### src/rtl/pipe_register_if.sv
// pipe_register_if: valid/ready handshake bundle for pipe_register
interface pipe_register_if #(parameter int DATA_WIDTH = 8, parameter int DEPTH = 3);
  localparam int CW = $clog2(DEPTH + 1);
  logic                  flush;
  logic                  in_valid;
  logic                  in_ready;
  logic [DATA_WIDTH-1:0] in_data;
  logic                  out_valid;
  logic                  out_ready;
  logic [DATA_WIDTH-1:0] out_data;
  logic [CW-1:0]         count;
  modport master (output flush, in_valid, in_data, out_ready, input in_ready, out_valid, out_data, count);
  modport slave  (input flush, in_valid, in_data, out_ready, output in_ready, out_valid, out_data, count);
endinterface

### src/rtl/pipe_register.sv
// pipe_register: DEPTH-stage elastic valid/ready pipeline with flush and registered occupancy count
module pipe_register #(
  parameter int DATA_WIDTH = 8,
  parameter int DEPTH      = 3
) (
  input logic             clk,
  input logic             rst_,
  pipe_register_if.slave  bus
);
  localparam int CW = $clog2(DEPTH + 1);
  logic [DEPTH-1:0]      r_v;
  logic [DATA_WIDTH-1:0] r_d [DEPTH];
  logic [CW-1:0]         r_count;
  logic [DEPTH:0]        w_free;
  logic [DEPTH-1:0]      w_off;
  logic [DATA_WIDTH-1:0] w_src [DEPTH];
  logic [DEPTH-1:0]      w_load;
  logic [DEPTH-1:0]      w_v_nxt;
  logic [CW-1:0]         w_cnt;
  // a stage is free if empty or its occupant can move on this cycle
  always_comb begin
    w_free[DEPTH] = bus.out_ready;
    for (int i = DEPTH - 1; i >= 0; i--) w_free[i] = !r_v[i] || w_free[i+1];
    w_off[0] = bus.in_valid;
    w_src[0] = bus.in_data;
    for (int i = 1; i < DEPTH; i++) begin
      w_off[i] = r_v[i-1];
      w_src[i] = r_d[i-1];
    end
    w_cnt = '0;
    for (int i = 0; i < DEPTH; i++) begin
      w_load[i]  = !bus.flush && w_free[i] && w_off[i];
      w_v_nxt[i] = !bus.flush && (w_load[i] || (r_v[i] && !w_free[i]));
      w_cnt      = w_cnt + CW'(w_v_nxt[i]);
    end
  end
  always_ff @(posedge clk or negedge rst_) begin
    if (!rst_) begin
      r_v     <= '0;
      r_count <= '0;
      for (int i = 0; i < DEPTH; i++) r_d[i] <= '0;
    end else begin
      r_v     <= w_v_nxt;
      r_count <= w_cnt;
      for (int i = 0; i < DEPTH; i++) if (w_load[i]) r_d[i] <= w_src[i];
    end
  end
  assign bus.in_ready  = w_free[0] && !bus.flush;
  assign bus.out_valid = r_v[DEPTH-1];
  assign bus.out_data  = r_d[DEPTH-1];
  assign bus.count     = r_count;
endmodule

### src/flat_wrapper.sv
// flat-port wrapper written by rule: the top's interface ports become plain ports
module pipe_register_flat 
#(
  parameter int DATA_WIDTH = 8,
  parameter int DEPTH      = 3
)
  (clk, rst_, bus_flush, bus_in_valid, bus_in_data, bus_out_ready, bus_in_ready, bus_out_valid, bus_out_data, bus_count);
  pipe_register_if #(.DATA_WIDTH(DATA_WIDTH), .DEPTH(DEPTH)) bus_i ();
  input logic clk;
  input logic rst_;
  input wire logic [$bits(bus_i.flush)-1:0] bus_flush;
  input wire logic [$bits(bus_i.in_valid)-1:0] bus_in_valid;
  input wire logic [$bits(bus_i.in_data)-1:0] bus_in_data;
  input wire logic [$bits(bus_i.out_ready)-1:0] bus_out_ready;
  output wire logic [$bits(bus_i.in_ready)-1:0] bus_in_ready;
  output wire logic [$bits(bus_i.out_valid)-1:0] bus_out_valid;
  output wire logic [$bits(bus_i.out_data)-1:0] bus_out_data;
  output wire logic [$bits(bus_i.count)-1:0] bus_count;
  assign bus_i.flush = bus_flush;
  assign bus_i.in_valid = bus_in_valid;
  assign bus_i.in_data = bus_in_data;
  assign bus_i.out_ready = bus_out_ready;
  assign bus_in_ready = bus_i.in_ready;
  assign bus_out_valid = bus_i.out_valid;
  assign bus_out_data = bus_i.out_data;
  assign bus_count = bus_i.count;
  pipe_register #(.DATA_WIDTH(DATA_WIDTH), .DEPTH(DEPTH)) u_core (.clk(clk), .rst_(rst_), .bus(bus_i));
endmodule
### config.mk
export PLATFORM = sky130hd
export DESIGN_NAME = pipe_register_flat
export DESIGN_NICKNAME = d
export VERILOG_FILES = /design/src/rtl/pipe_register_if.sv /design/src/rtl/pipe_register.sv /design/src/flat_wrapper.sv
export SDC_FILE = /design/constraint.sdc
export NUM_CORES = 1
export LEC_CHECK = 0
export CAP_MARGIN = 40
export CORE_MARGIN = 2
export CORE_UTILIZATION = 30
export DETAILED_ROUTE_END_ITERATION = 8
export GPL_TIMING_DRIVEN = 0
export SYNTH_ARGS = -nofsm -noshare
export SYNTH_HDL_FRONTEND = slang
export SYNTH_SLANG_ARGS = --single-unit
export TNS_END_PERCENT = 5
### constraint.sdc
create_clock -name clk -period 2.5 [get_ports clk]
set_input_delay 0.5 -clock clk [delete_from_list [all_inputs] [get_ports clk]]
set_output_delay 0.5 -clock clk [all_outputs]
set_load 0.01 [all_outputs]
==> summary.md <==
| Metric | Value |
|---|---|
| Via count of the first global-routing pass | `667` |
| Clock period minus final worst setup slack | `between 2 and 2.5 ns` |
| Startpoint of the tightest hold check path | `u_core.r_d[8]$_DFFE_PN0N_` |
| Die extent in x | `68.5 um` |
| Seq/Total Area, Yosys | `58.2%` |
| Synth Instances | `78` |
| Clock Tree Buf Depth | `2` |
| Pin count of the biggest net entering global routing | `20` |
| DRC errors left | `0` |
| Wire length of the first global-routing pass | `3150 um` |
| I/O Buffers | `24` |
| Clock latency reported for the late side of the worst-skew pair | `around 0.27 ns` |
| Setup fix buffers added after clock tree synthesis | `0` |
| FF+latch count, synth | `29` |
| Net count after synthesis | `92` |
| Share of flip-flops with an asynchronous set or reset after synthesis | `100%` |
| CTS sink count | `29` |
| Setup ws final | `0.204 ns` |
| Area overhead of the layout relative to synthesis | `35.8%` |
| Terminus of the critical flop-to-flop path | `u_core.r_d[20]$_DFFE_PN0N_` |
| Number of distinct library cells after synthesis | `15` |
| Worst r2r path cells | `4` |
| Clk pin slew, worst setup/hold paths | `0.06 ns` |
| Number of diodes | `0` |
| Count of warnings emitted by yosys | `0` |
| Launching point of the worst reg2reg path | `u_core.r_v[2]$_DFF_PN0_` |
| Clk Tree Root Cell | `sky130_fd_sc_hd__clkbuf_8` |
| Antenna-violating nets left | `0` |
| Placement Setup Slack | `0.197 ns` |
| Worst setup EP type | `primary output` |
| Maximum fanout along the worst path | `7` |
| Post-route setup TNS | `0 ns` |
| Largest cells by area after synthesis | `sky130_fd_sc_hd__dfrtp_1 58%, sky130_fd_sc_hd__mux2_4 19%, sky130_fd_sc_hd__mux2_2 7.2%, sky130_fd_sc_hd__buf_4 4.8%, sky130_fd_sc_hd__buf_6 1.8%` |
| Detailed-route wire length | `1820 um` |
| Worst Skew | `0.00521 ns` |
| Resized Gates After CTS | `0` |
| Crit Path Class | `in -> out` |
| Leftover overflow at the end of global routing | `0` |
| Leakage | `0.792 nW` |
| Initial Util | `between 30% and 40%` |
| Placement row count | `23` |
| # hold bufs at CTS | `0` |
| Layout net count | `124` |
| Register-to-register path setup slack | `1.05 ns` |
| Via-per-instance ratio | `4.15` |
| Post-route worst hold slack | `0.502 ns` |
| Number of enable-type register cells in the synthesized netlist | `0` |
| WHS Path Cells | `1` |
| 1st-iter DRT viols | `1` |
| Core region area | `4000 um^2` |
| Half-perimeter wire length after detailed placement | `1390 um` |
| RSZ-0062 raised after global routing | `false` |
| Endpoint of the worst hold path | `u_core.bus.out_data[0]$_DFFE_PN0N_` |
| Max-slew violation total from the final report | `0` |
| Die area | `4690 um^2` |
| Result of the run | `finished clean` |
| Proportion of layout cells with a drive suffix above 1 | `approximately 41%` |
| Share of the clock period used by the worst path | `around nine tenths` |
| H-tree lvl count | `2` |
| Io pins | `25` |
| Total global routing track utilization | `9.58%` |
| Most frequent cells in the layout | `29 x sky130_fd_sc_hd__dfrtp_1, 24 x sky130_fd_sc_hd__clkdlybuf4s50_1, 16 x sky130_fd_sc_hd__mux2_4, 8 x sky130_fd_sc_hd__mux2_2, 8 x sky130_fd_sc_hd__buf_4` |
| Post-synth top area share | `58.2%` |
| Number of detailed-routing iterations run before antenna repair | `3` |
| Number of antenna violations at the first check in global routing | `0` |
| Routability congestion estimate from global placement | `0.629` |
| HP Class | `reg -> reg` |
| Data arrival time of the critical path | `1.80 ns` |
| Top cell type by total area after synthesis | `sky130_fd_sc_hd__dfrtp_1` |
| Total power divided by cell area | `926 nW/um^2` |
| Average instance area after synthesis | `roughly 16 um^2` |
| Worst endpoint required time | `2.00 ns` |
| Slew @ Worst Pin | `0.586 ns` |
| Total via count in the routed design | `668` |
| Per-cell routed wire length | `11.3 um` |
| Commonest register cell after synthesis | `sky130_fd_sc_hd__dfrtp_1` |
| Cts bufs inserted | `5` |
| TritonCTS clock tree | `yes` |
| Most common library cell in the layout ignoring fill and taps | `sky130_fd_sc_hd__dfrtp_1` |
| Worst setup SP type | `input pin` |
| Max-cap violation count | `0` |
| Final hold violations | `0` |
| Normalized max-slew margin | `60.8%` |
| Netlist Area Pre-Place | `1250 um^2` |
| FMAX | `436 MHz` |
| Setup Viol. Count Final | `0` |
| Highest ir drop seen on vdd | `0.425 mV` |
| Y dimension of the die | `around 70 um` |
[per-stage QoR]
stage,util [%],power (W),instances,cell area (um^2)
6_report,42.3,0.00157,161,1690
5_1_grt,42.3,0.00165,161,1690
4_1_cts,42.3,0.00159,161,1690
3_5_place_dp,39.4,0.00109,153,1580
3_3_place_gp,38.7,0.00108,152,1550
2_1_floorplan,-,0.000905,78,1250
[critical path: stages]
cell                              delay, ns
sky130_fd_sc_hd__clkdlybuf4s50_1       0.50
sky130_fd_sc_hd__nor2b_4               0.07
sky130_fd_sc_hd__a31oi_1               0.17
sky130_fd_sc_hd__clkdlybuf4s50_1       0.56
[worst max-delay path by stage]
stage / slack [ns] / start / endpoint
global placement: 0.22 / bus_out_ready / bus_in_ready
global route: 0.16 / bus_out_ready / bus_in_ready
CTS: 0.19 / bus_out_ready / bus_in_ready
detailed placement: 0.20 / bus_out_ready / bus_in_ready
floorplan: 1.04 / u_core.r_v[2]$_DFF_PN0_ / u_core.bus.out_data[0]$_DFFE_PN0N_
finish: 0.20 / bus_out_ready / bus_in_ready
[metal layers]
metal	track usage (%)	up-vias	part of all wire (%)
li1	-	323	-
met1	11.1	326	45
met2	14.2	17	48
met3	4.93	2	6.4
met4	5.25	0	0.82
met5	0	-	0
[synth_stat cells (2+ instances only)]
master and instances:
sky130_fd_sc_hd__buf_4 8, sky130_fd_sc_hd__dfrtp_1 29, sky130_fd_sc_hd__a31oi_1 2, sky130_fd_sc_hd__inv_1 2
sky130_fd_sc_hd__mux2_2 8, sky130_fd_sc_hd__mux2_4 16, sky130_fd_sc_hd__nor2_1 4, sky130_fd_sc_hd__buf_6 2
[power by group]
part | total, W | internal, W | switching (W)
Sequential | 0.000651 | 0.000585 | 0.0000661
Clock | 0.000489 | 0.000324 | 0.000165
Combinational | 0.000427 | 0.000314 | 0.000113
Total | 0.00157 | 0.00122 | 0.000344
[final cells by class]
| cell class | instances | area (um^2) |
|---|---|---|
| Fill cell | 359 | 2310 |
| Clock inverter | 1 | 30.0 |
| Clock buffer | 7 | 86.3 |
| Tap cell | 50 | 62.6 |
| Buffer | 11 | 87.6 |
| Sequential cell | 29 | 726 |
| Multi-Input combinational cell | 36 | 425 |
| Inverter | 2 | 7.51 |
| Timing Repair Buffer | 25 | 268 |
[flip-flops by register name (all words and copies together), names as in the netlist]
name,cells
u_core.bus.count,2
u_core.bus.out_data,8
u_core.r_d,16
u_core.r_v,3
[kinds of logic (layout without fill, tap and decap cells)]
kind of cell               Yosys count  count (layout)  synth area share, %
muxes                               24              24                 26.5
AOI/OAI and AO/OA                    5               5                 3.01
buffers and inverters               13              46                 7.63
DFF                                 29              29                 58.2
and+or+nand+nor                      6               6                 3.01
adders and majority gates            1               1                 1.61
Power figures use the tool's default switching activity.
